===== config.mk =====
export PLATFORM = sky130hd
export DESIGN_NAME = counter_ctrl
export DESIGN_NICKNAME = d
export VERILOG_FILES = /design/src/rtl/counter_ctrl_pkg.sv /design/src/rtl/counter_ctrl_tick_prescaler.sv /design/src/rtl/counter_ctrl.sv
export SDC_FILE = /design/constraint.sdc
export NUM_CORES = 1
export LEC_CHECK = 0
export BUFFER_PORTS_ARGS = -buffer_cell sky130_fd_sc_hd__buf_4
export CAP_MARGIN = 0
export CORE_MARGIN = 4
export CORE_UTILIZATION = 46
export DETAILED_ROUTE_END_ITERATION = 7
export PLACE_DENSITY = 0.68
export SLEW_MARGIN = 10
export SYNTH_ARGS = -nofsm -noshare
export SYNTH_HDL_FRONTEND = slang
export SYNTH_SLANG_ARGS = --single-unit

===== constraint.sdc =====
create_clock -name clock -period 3 [get_ports clock]
set_input_delay 0.15 -clock clock [delete_from_list [all_inputs] [get_ports clock]]
set_output_delay 0.15 -clock clock [all_outputs]
set_load 0.02 [all_outputs]

===== src/rtl/counter_ctrl_pkg.sv =====
// Shared types and default widths for the counter sequencing controller.
package counter_ctrl_pkg;

  localparam int CTRL_WIDTH      = 8;
  localparam int CTRL_PRESCALE_W = 16;

  typedef enum logic [1:0] {
    IDLE  = 2'd0,
    CLEAR = 2'd1,
    RUN   = 2'd2,
    DONE  = 2'd3
  } state_t;

endpackage


===== src/rtl/counter_ctrl_tick_prescaler.sv =====
// Programmable divider: tick is high when the running count equals the captured limit.
module tick_prescaler #(
  parameter int PRESCALE_W = 16
) (
  input  logic                  clock,
  input  logic                  reset,
  input  logic                  load,
  input  logic [PRESCALE_W-1:0] limit,
  input  logic                  enable,
  output logic                  tick
);

  logic [PRESCALE_W-1:0] pre_cnt;
  logic [PRESCALE_W-1:0] pre_lim;

  assign tick = (pre_cnt == pre_lim);

  // The limit is latched on load only, so mid-run changes to the source are ignored.
  always_ff @(posedge clock or posedge reset) begin
    if (reset) begin
      pre_cnt <= '0;
      pre_lim <= '0;
    end else if (load) begin
      pre_cnt <= '0;
      pre_lim <= limit;
    end else if (enable) begin
      pre_cnt <= tick ? '0 : pre_cnt + PRESCALE_W'(1);
    end
  end

endmodule


===== src/rtl/counter_ctrl.sv =====
// Run-to-terminal sequencer for an external counter: clear, prescaled count, done pulse.
module counter_ctrl
  import counter_ctrl_pkg::*;
#(
  parameter int               WIDTH      = CTRL_WIDTH,
  parameter int               PRESCALE_W = CTRL_PRESCALE_W,
  parameter logic [WIDTH-1:0] TERMINAL   = WIDTH'(8'hFF)
) (
  input  logic                  clock,
  input  logic                  reset,
  input  logic                  start,
  input  logic                  stop,
  input  logic [PRESCALE_W-1:0] prescale,
  input  logic [WIDTH-1:0]      q,
  output logic                  clear,
  output logic                  count,
  output logic                  busy,
  output logic                  done
);

  state_t state, state_nxt;
  logic   pre_load, pre_en, tick;

  tick_prescaler #(.PRESCALE_W(PRESCALE_W)) u_pre (
    .clock  (clock),
    .reset  (reset),
    .load   (pre_load),
    .limit  (prescale),
    .enable (pre_en),
    .tick   (tick)
  );

  always_ff @(posedge clock or posedge reset) begin
    if (reset) state <= IDLE;
    else       state <= state_nxt;
  end

  // Outputs decode from state, so async reset forces them low immediately.
  always_comb begin
    state_nxt = state;
    clear     = 1'b0;
    count     = 1'b0;
    busy      = 1'b0;
    done      = 1'b0;
    pre_load  = 1'b0;
    pre_en    = 1'b0;
    case (state)
      IDLE: begin
        if (start) state_nxt = CLEAR;
      end
      CLEAR: begin
        clear     = 1'b1;
        busy      = 1'b1;
        pre_load  = 1'b1;
        state_nxt = RUN;
      end
      RUN: begin
        busy   = 1'b1;
        pre_en = 1'b1;
        // Never enable at terminal so the counter cannot wrap.
        count  = tick && (q != TERMINAL);
        if (q == TERMINAL) state_nxt = DONE;
        else if (stop)     state_nxt = IDLE;
      end
      DONE: begin
        done      = 1'b1;
        state_nxt = IDLE;
      end
      default: state_nxt = IDLE;
    endcase
  end

endmodule


# Word level (Yosys, flattened, before mapping)
# Cells that the tools add are included.
# word_totals
register_bits	34
input_bits	28
output_inout_bits	4
elab_cells	29
# classes
add_sub_neg	1
n_eq_ne	8
muxes	12
n_reduce_logical	5
# ops
op	count
$mux 16	3
$add 16x1->16 const B	1
$eq 16x16->1	1
$eq 8x8->1 const B	1
$ne 8x8->1 const B	1
$pmux 2 s4	1
$mux 2	3
$mux 1	5
$eq 2x2->1 const B	2
$ne 3x3->1 const B	1
$eq 2x1->1 const B	1
$logic_not 2->1	1
$ne 2x2->1 const B	1
$reduce_and 2->1	1
$reduce_bool 2->1	1
$reduce_or 2->1	1
$logic_and 1x1->1	1

# Logic depth before layout (Yosys ltp)
# Gate-level depths: netlist of run 1.
# depth
depth_word	4
depth_mapped	7
mapped_depth_nobuf	6

# Hierarchy
# Synthesis of run 1 repeated with hierarchy kept, for this count alone.
# hier_totals
cells_unflattened	177
area_unflattened_um2	1941.9
# modules_own_cells
mod	n_inst	cells_each	area_each_um2	seq_area_each_um2
tick_prescaler	1	148	1701.6	800.8
counter_ctrl	1	29	240.2	50.0

# Least setup slack after synthesis of run 1
# No wires, ideal clock.
# synth_path
kind	flip-flop to flip-flop
from	register state[1]
to	register u_pre.pre_lim[10]
setup_time_ns	0.125
arrival_ns	1.784
required_ns	2.875
setup_slack_ns	1.091
stages_incl_launch_ff	6
n_path_buf	2
period_less_slack_ns	1.909
cell_sequence	dfrtp_1 > inv_1 > ha_1 > clkbuf_1 > buf_1 > mux2_2
# synth_via
elab_chain_cells	2
# synth_lines
item	line	source
start, declared	counter_ctrl.sv:21	state_t state, state_nxt;
start signal, assigned	counter_ctrl.sv:35	else state <= state_nxt;
$eq 2x1->1	--	
$mux 1	--	
net clear	counter_ctrl.sv:15	output logic clear,
end signal, assigned	counter_ctrl_tick_prescaler.sv:25	pre_lim <= limit;
end, declared	counter_ctrl_tick_prescaler.sv:14	logic [PRESCALE_W-1:0] pre_lim;
# The timed path passes the listed nets, and every way through them passes these cells.
# A chain may end at the register's enable or synchronous reset.

# Final worst setup path of run 1
# layout_path
from	register state[1]
to	register u_pre.pre_cnt[13]
# layout_via
elab_chain_cells	3
word_cells_on_any_way	6
cone_classes	2 x eq/ne; 3 x mux; 1 x reduce/logical
# layout_lines
item	line	source
$eq 2x1->1 / $eq 2x2->1 (equally long branches)	counter_ctrl.sv:47	case (state)
$mux 1	counter_ctrl.sv:47	
$mux 16 / $reduce_bool 2->1 (equally long branches)	--	
end signal, assigned	counter_ctrl_tick_prescaler.sv:27	pre_cnt <= tick ? '0 : pre_cnt + PRESCALE_W'(1);
end, declared	counter_ctrl_tick_prescaler.sv:13	logic [PRESCALE_W-1:0] pre_cnt;
# Several ways; a longest one is shown, not always the timed one.

==> run summary, run 1 <==
Status = complete, no violations
H-Tree Depth = 2
Slew Viols, Final = 0
Pre-antenna DRT Iters = 4
Syn Std Cell Area = 0.00185 sq mm
Critical Path Start Type = flip-flop
Avg WL per Cell = 15.3 um
FF-to-FF path depth = 6
Crit-path slowest cell = ha_1
Maximum fanout along the worst path = 15
Dpl cell area = 0.00212 sq mm
Synth warn = 0
TritonCTS clock tree = done
Antenna fix cells = 0
Detail Placement HPWL = 2930 um
Cell variety after synth = 31
Layout cells sized above 1 = 31.3%
Syn Inst Count = 166
Initial drt markers = 52
Final setup fails = 0
Number of CTS-inserted buffers = 5
Post-synthesis sequential area ratio = 46.1%
#FFs+latches synth = 34
Req. time, crit path = 3.13 ns
Post-layout nets = 234
Worst Hold Depth = 2
# DRC = 0
Die Wd = 71.3 um
Worst-path clk slew = 0.07 ns
Syn_nets = 199
Post-route ant nets = 0
Avg Vias per Cell = 5.56
WS Path Type = reg -> reg
Worst path max stage delay = 0.60 ns
WP data arrival = 2.37 ns
Multi-input logic area = 915 sq um
RSZ-0062 raised after global routing = false
Sequential cell area = 851 sq um
IR drop worst, VDD = 501 uV
Syn-to-layout area delta = 21.4%
Post-CTS resize count = 0
PD cells = 934 mW/mm^2
Total number of vias = 1,384
Final Critical Period = 2.24 ns
Routed wire length = 3810 um
Clock tree buffer depth = 2
I/O Buffers = 31
Worst-path cell chain = inv_1 -> ha_1 -> nand4_2 -> nor4_4 -> mux2i_1 -> a211oi_1
Max-slew headroom = 42.9%
Setup TNS Final = 0 ns
All-Layer GR Usage = 16.1%
Gr ovfl total = 0
Final instance area = 0.00224 sq mm
F_max = 445 MHz
I/O pins = 32
Die height = 71.3 um
Worst hold path type = in -> reg
Syn_area_per_cell = 11.1 sq um
Final hold vios = 0
Final worst-path cycle share = 74.8%
Die area = 0.00509 sq mm
First-pass GRT wire length = 6410 um
Lkg Pwr = 0.947 nW
Core Area = 0.00377 sq mm
Routability cong. = 0.875
Pin count of the biggest net entering global routing = 35
Clock skew = 0.00660 ns
Maxcap violations = 0
Initial Util = 48.9%
Worst setup EP type = flip-flop
Clock latency on the worst-skew pair = 0.29 ns
Vias in the first global route = 1,402
Clock sink count = 34
Actual slew at the worst max-slew pin = 0.854 ns
Root Buffer = clkbuf_8
Filler Cells Inserted = 331
FP Rows = 22
Initial antenna violation count = 0
-- sequential cells by signal, indices dropped and copies added (netlist names) --
register and cells:
u_pre.pre_cnt 16, u_pre.pre_lim 16, state 2
-- final cells by class --
type                            count  share of cell area, %
Multi-Input combinational cell    115                   40.8
Timing Repair Buffer               35                   11.8
Clock buffer                        6                   3.69
Sequential cell                    34                   38.0
Tap cell                           48                   2.68
Inverter                           10                   1.68
Clock inverter                      1                   1.34
-- Yosys cell counts, drive strengths merged --
cell | number | area, sq um
o21a | 1 | 7.51
nor2 | 2 | 7.51
a211oi | 2 | 15.0
o41ai | 1 | 27.5
a21oi | 13 | 65.1
buf | 4 | 31.3
mux2 | 16 | 180
inv | 10 | 37.5
xnor2 | 24 | 218
and4 | 1 | 10.0
o31a | 1 | 8.76
o21bai | 1 | 7.51
nand2b | 3 | 18.8
mux2i | 2 | 20.0
clkbuf | 3 | 11.3
ha | 5 | 62.6
nor3 | 5 | 25.0
o22ai | 6 | 37.5
o21ai | 6 | 30.0
nor4 | 4 | 40.0
nor4b | 1 | 8.76
nand3 | 6 | 30.0
nand4 | 9 | 68.8
a21boi | 1 | 7.51
nand2 | 5 | 18.8
dfrtp | 34 | 851
-- cells by family after synthesis --
| kind of cell | Yosys count | synth area share (%) |
|---|---|---|
| and+or+nand+nor | 36 | 12.3 |
| muxes | 18 | 10.8 |
| adders and majority gates | 5 | 3.39 |
| buffers and inverters | 17 | 4.34 |
| AOI/OAI and AO/OA | 32 | 11.2 |
| xor gates and xnor gates | 24 | 11.8 |
| DFF | 34 | 46.1 |
-- per-layer routing --
layer  GRT usage [%]  share of wire, %  up-vias
met1            18.8                42      670
li1                -                 -      664
met2            26.3                50       42
met4            6.68               1.6        0
met3            6.17               6.8        8
met5               0                 0        -
-- path summary, 6_finish.rpt --
kind                                  start                end  slack [ns]
setup / recovery                   state[1]  u_pre.pre_cnt[13]        0.76
hold / removal                  prescale[4]   u_pre.pre_lim[4]        0.09
setup reg to reg                   state[1]  u_pre.pre_cnt[13]        0.76
hold reg to reg            u_pre.pre_lim[8]   u_pre.pre_lim[8]        0.53
max in group asynchronous             reset   u_pre.pre_cnt[2]        2.18
min in group asynchronous             reset   u_pre.pre_lim[3]        0.51
-- report_power, final --
group	internal [mW]	switching (mW)	leakage, nW
registers	0.625	0.169	0.427
clock network	0.266	0.160	0.0573
logic	0.437	0.436	0.463
-- critical path, delay by kind of cell (launching register included) --
kind	cells	cell delay, ns
and+or+nand+nor	2	0.67
muxes	1	0.25
DFF	1	0.39
AOI/OAI and AO/OA	1	0.07
buffers and inverters	1	0.10
adders and majority gates	1	0.60
-- cell usage in the layout (no fill, tap or decap), types with 5 or more instances in the layout --
master	synthesis	final
buf_4	0	34
dfrtp_1	34	34
xnor2_1	23	23
mux2_2	16	16
a21oi_1	13	13
inv_1	10	10
nand4_1	7	7
o21ai_0	6	6
o22ai_1	6	6
nand3_1	6	6
clkbuf_8	0	6
nand2_1	5	5
nor3_1	5	5
ha_1	5	5
-- what timing repair did --
action | in CTS | in global routing
buffers inserted | 0 | 0
hold buffers | 1 | 0
hold endpoints to repair | 34 | 0
-- metrics by stage --
| stage | util [%] | total power, mW | worst slack (ns) | std cells | hold WS (ns) |
|---|---|---|---|---|---|
| floorplan | - | 1.47 | 1.09 | 166 | 0.292 |
| global placement | 56.2 | 1.63 | 0.933 | 241 | 0.268 |
| detailed placement | 56.2 | 1.68 | 0.812 | 241 | 0.276 |
| CTS | 59.4 | 2.11 | 0.802 | 249 | 0.0813 |
| global route | 59.4 | 2.24 | 0.596 | 249 | 0.0833 |
| finish | 59.4 | 2.09 | 0.755 | 249 | 0.0914 |
No activity file was read; power rests on OpenSTA's default activity.
==> inputs of run 2 (changes only) <==
clock period = 2.1 ns   (was 3 ns; I/O delays follow)
==> run summary, run 2 (synthesized netlist as in run 1, its figures left out) <==
Setup TNS Final = 0 ns
Detail Placement HPWL = 2850 um
Gr ovfl total = 0
Die area = 0.00509 sq mm
Worst path max stage delay = 0.41 ns
Top Registers = u_pre.pre_cnt (16), u_pre.pre_lim (16), state (2)
I/O pins = 32
Worst-path clk slew = 0.07 ns
Initial Util = 48.9%
Routed wire length = 3790 um
Number of CTS-inserted buffers = 5
Avg Vias per Cell = 5.42
Pin count of the biggest net entering global routing = 35
Worst hold path type = in -> reg
Initial drt markers = 41
Clock sink count = 34
Maxcap violations = 0
Initial antenna violation count = 0
Clock skew = 0.00802 ns
FP Rows = 22
Post-CTS Setup Inserts = 0
# DRC = 0
All-Layer GR Usage = 16.0%
Critical Path Start Type = flip-flop
Multi-input logic area = 915 sq um
Avg WL per Cell = 15.0 um
Layout cells sized above 1 = 31.9%
Total number of vias = 1,365
Status = complete, no violations
Final setup fails = 0
Die height = 71.3 um
Pre-antenna DRT Iters = 4
RSZ-0062 raised after global routing = false
Die Wd = 71.3 um
Final hold vios = 0
Final Critical Period = 1.87 ns
Antenna fix cells = 0
Worst setup EP type = output pin
Vias in the first global route = 1,346
Post-route ant nets = 0
Clock tree buffer depth = 2
WP data arrival = 1.76 ns
Commonest non-fill, non-tap cell in the layout = buf_4
Post-CTS resize count = 0
Root Buffer = clkbuf_8
Final Util = 59.3%
I/O Buffers = 31
Clock latency on the worst-skew pair = 0.29 ns
Delay-heaviest family, CP = simple AND/OR/NAND/NOR gates
Actual slew at the worst max-slew pin = 0.428 ns
F_max = 535 MHz
Maximum fanout along the worst path = 3
Post-layout nets = 236
Lkg Pwr = 0.948 nW
Sequential cell area = 851 sq um
Routability cong. = 0.810
IR drop worst, VDD = 590 uV
Worst-path cell chain = xnor2_1 -> nand4_1 -> nor2_1 -> nor4b_1 -> buf_4
Slew Viols, Final = 0
Max-slew headroom = 71.5%
WP buf/inv = 1
WS Path Type = reg -> out
Syn-to-layout area delta = 21.1%
# hold bufs at CTS = 1
Core Area = 0.00377 sq mm
Final worst-path cycle share = 88.9%
Crit-path slowest cell = dfrtp_1
PD cells = 1310 mW/mm^2
Req. time, crit path = 2.00 ns
Filler Cells Inserted = 330
TritonCTS clock tree = done
First-pass GRT wire length = 6330 um
Most frequent cells in the layout = 36 x buf_4, 34 x dfrtp_1, 23 x xnor2_1
H-Tree Depth = 2
-- run 2: cell types whose count changed in the layout (fill, tap and decap cells not counted), sizes merged --
cell	before	now
buf	34	36
bufinv	1	0
clkbuf	6	7
clkinv	0	1
-- run 2: per-layer routing --
metal / vias to the layer above / part of all wire (%) / wire length, um / track usage, %
met3: 8 / 5.9 / 222 / 3.79
met5: - / 0 / 0 / 0
met1: 650 / 44 / 1670 / 20.7
met2: 39 / 48 / 1830 / 25.0
li1: 668 / - / - / -
met4: 0 / 1.9 / 72 / 7.72
-- run 2: stage by stage --
step / hold slack [ns] / instance area, sq um / power [mW] / setup WS [ns] / cells
2_1_floorplan: 0.247 / 1850 / 2.11 / 0.191 / 166
3_3_place_gp: 0.224 / 2130 / 2.37 / 0.333 / 243
3_5_place_dp: 0.230 / 2130 / 2.44 / 0.236 / 243
4_1_cts: 0.0443 / 2230 / 2.94 / 0.237 / 252
5_1_grt: 0.0498 / 2230 / 3.12 / 0.0296 / 252
6_report: 0.0499 / 2230 / 2.92 / 0.232 / 252
-- run 2: path summary, 6_finish.rpt --
kind                             startpoint                 to  slack [ns]  depth (start not counted)
max                        u_pre.pre_cnt[8]              count        0.23                          5
min                             prescale[4]   u_pre.pre_lim[4]        0.05                          2
max reg2reg                        state[0]  u_pre.pre_cnt[12]        0.24                          6
min reg2reg                u_pre.pre_lim[8]   u_pre.pre_lim[8]        0.53                          1
max in group asynchronous             reset   u_pre.pre_cnt[6]        1.33                          4
min in group asynchronous             reset   u_pre.pre_cnt[4]        0.47                          4
-- run 2: final cells by class --
cell class / count / share of cell area [%]
timing repair buffer: 37 / 12.5
inverter: 10 / 1.68
sequential: 34 / 38.1
clock inverter: 1 / 0.224
clock buffer: 7 / 3.86
tap: 48 / 2.69
multi-input combinational: 115 / 40.9
-- run 2: where the power goes --
group / switching, mW / internal [mW]
clock: 0.232 / 0.264
sequential: 0.239 / 0.893
combinational: 0.634 / 0.657
total: 1.10 / 1.81
==> inputs of run 3 (changes only) <==
REMOVE_ABC_BUFFERS = 1   (was unset)
==> run summary, run 3 (synthesized netlist as in run 1, its figures left out) <==
Lkg Pwr = 0.953 nW
Pre-antenna DRT Iters = 4
First-pass GRT wire length = 6730 um
Maximum fanout along the worst path = 7
Die Wd = 71.3 um
Syn-to-layout area delta = 21.4%
FP Rows = 22
Post-layout nets = 238
IR drop worst, VDD = 581 uV
Final instance area = 0.00224 sq mm
Die area = 0.00509 sq mm
Delay-heaviest family, CP = simple AND/OR/NAND/NOR gates
TritonCTS clock tree = done
Crit-path slowest cell = dfrtp_1
Dpl cell area = 0.00215 sq mm
I/O pins = 32
Hold Path Origin = prescale[10]
Maxcap violations = 0
RR Endpoint = u_pre.pre_cnt[13]
WHS Endpoint = u_pre.pre_lim[10]
Routed wl met2 = 2000 um
WP data arrival = 1.79 ns
Total number of vias = 1,381
Antenna fix cells = 0
Initial Util = 48.9%
Clock tree buffer depth = 2
F_max = 529 MHz
Final worst-path cycle share = 90.1%
Core Area = 0.00377 sq mm
# hold bufs at CTS = 1
Die height = 71.3 um
Min Hold Slack = 0.0571 ns
Gr ovfl total = 0
I/O Buffers = 31
Most frequent cells in the layout = 38 x buf_4, 34 x dfrtp_1, 23 x xnor2_1
Worst-path cell chain = xnor2_1 -> nand4_1 -> nor2_1 -> nor4b_1 -> buf_4
Final Critical Period = 1.89 ns
Clock sink count = 34
Layout cells sized above 1 = 32.4%
Number of CTS-inserted buffers = 5
All-Layer GR Usage = 16.9%
Routed wl met3 = 223 um
Pin count of the biggest net entering global routing = 35
Max-slew headroom = 71.9%
Routability cong. = 0.908
Avg Vias per Cell = 5.48
RSZ-0062 raised after global routing = false
Routed wire length = 3820 um
Post-route ant nets = 0
PD cells = 1300 mW/mm^2
Worst R2R Setup Slack = 0.24 ns
Final setup fails = 0
Power, Total = 2.91 mW
Worst setup EP type = output pin
Initial antenna violation count = 0
Req. time, crit path = 2.00 ns
Initial drt markers = 40
Actual slew at the worst max-slew pin = 0.422 ns
H-Tree Depth = 2
Worst-path clk slew = 0.06 ns
Root Buffer = clkbuf_8
Clock latency on the worst-skew pair = 0.28 ns
Clock skew = 0.00290 ns
WP buf/inv = 1
Critical Path Start Type = flip-flop
Top Registers = u_pre.pre_cnt (16), u_pre.pre_lim (16), state (2)
Vias in the first global route = 1,505
# DRC = 0
FF-to-FF path depth = 6
Avg WL per Cell = 15.1 um
Crit Reg-Reg Startpoint = state[0]
Detail Placement HPWL = 2930 um
DRT met1 WL = 1570 um
DR top layer = met4
Status = complete, no violations
Worst path max stage delay = 0.47 ns
Post-CTS resize count = 0
Worst Hold Depth = 2
Post-CTS Setup Inserts = 0
Final hold vios = 0
Commonest non-fill, non-tap cell in the layout = buf_4
WS Path Type = reg -> out
Slew Viols, Final = 0
Worst hold path type = in -> reg
[run 3: cell types whose count changed in the layout (fill, tap and decap cells not counted), sizes merged]
cell	delta
clkinv	-1
clkbuf	-1
buf	+2
[run 3: layer usage]
layer  track usage [%]  vias up
met4              6.26        0
met5                 0        -
met1              20.2      678
met3              4.77        2
li1                  -      667
met2              28.8       34
[run 3: stage by stage]
stage,util [%],worst slack (ns),instances,setup TNS (ns)
2_1_floorplan,-,-0.110,159,-0.303
3_3_place_gp,57.0,0.338,245,0
3_5_place_dp,57.0,0.247,245,0
4_1_cts,59.4,0.198,252,0
5_1_grt,59.4,0.0886,252,0
6_report,59.4,0.208,252,0
[run 3: report_power, final]
| part | internal (mW) | total [mW] | switching (mW) |
|---|---|---|---|
| registers | 0.894 | 1.13 | 0.237 |
| logic | 0.681 | 1.33 | 0.647 |
| clock network | 0.252 | 0.455 | 0.203 |
| total | 1.83 | 2.91 | 1.09 |
[run 3: worst max path at each step]
stage                                   end  cells past startpoint  slack, ns             start
after floorplan           u_pre.pre_cnt[13]                      6      -0.11          state[0]
after detailed placement  u_pre.pre_cnt[13]                      6       0.25          state[0]
final                                 count                      5       0.21  u_pre.pre_cnt[0]
after CTS                             count                      5       0.20  u_pre.pre_cnt[0]
after global placement    u_pre.pre_cnt[13]                      6       0.34          state[0]
after global routing                  count                      5       0.09  u_pre.pre_cnt[0]
[run 3: layout make-up]
type	instances	area, sq um
fill	340	1530
timing repair buffer	39	295
clock buffer	6	82.6
sequential	34	851
multi-input combinational	115	915
inverter	10	37.5
tap	48	60.1
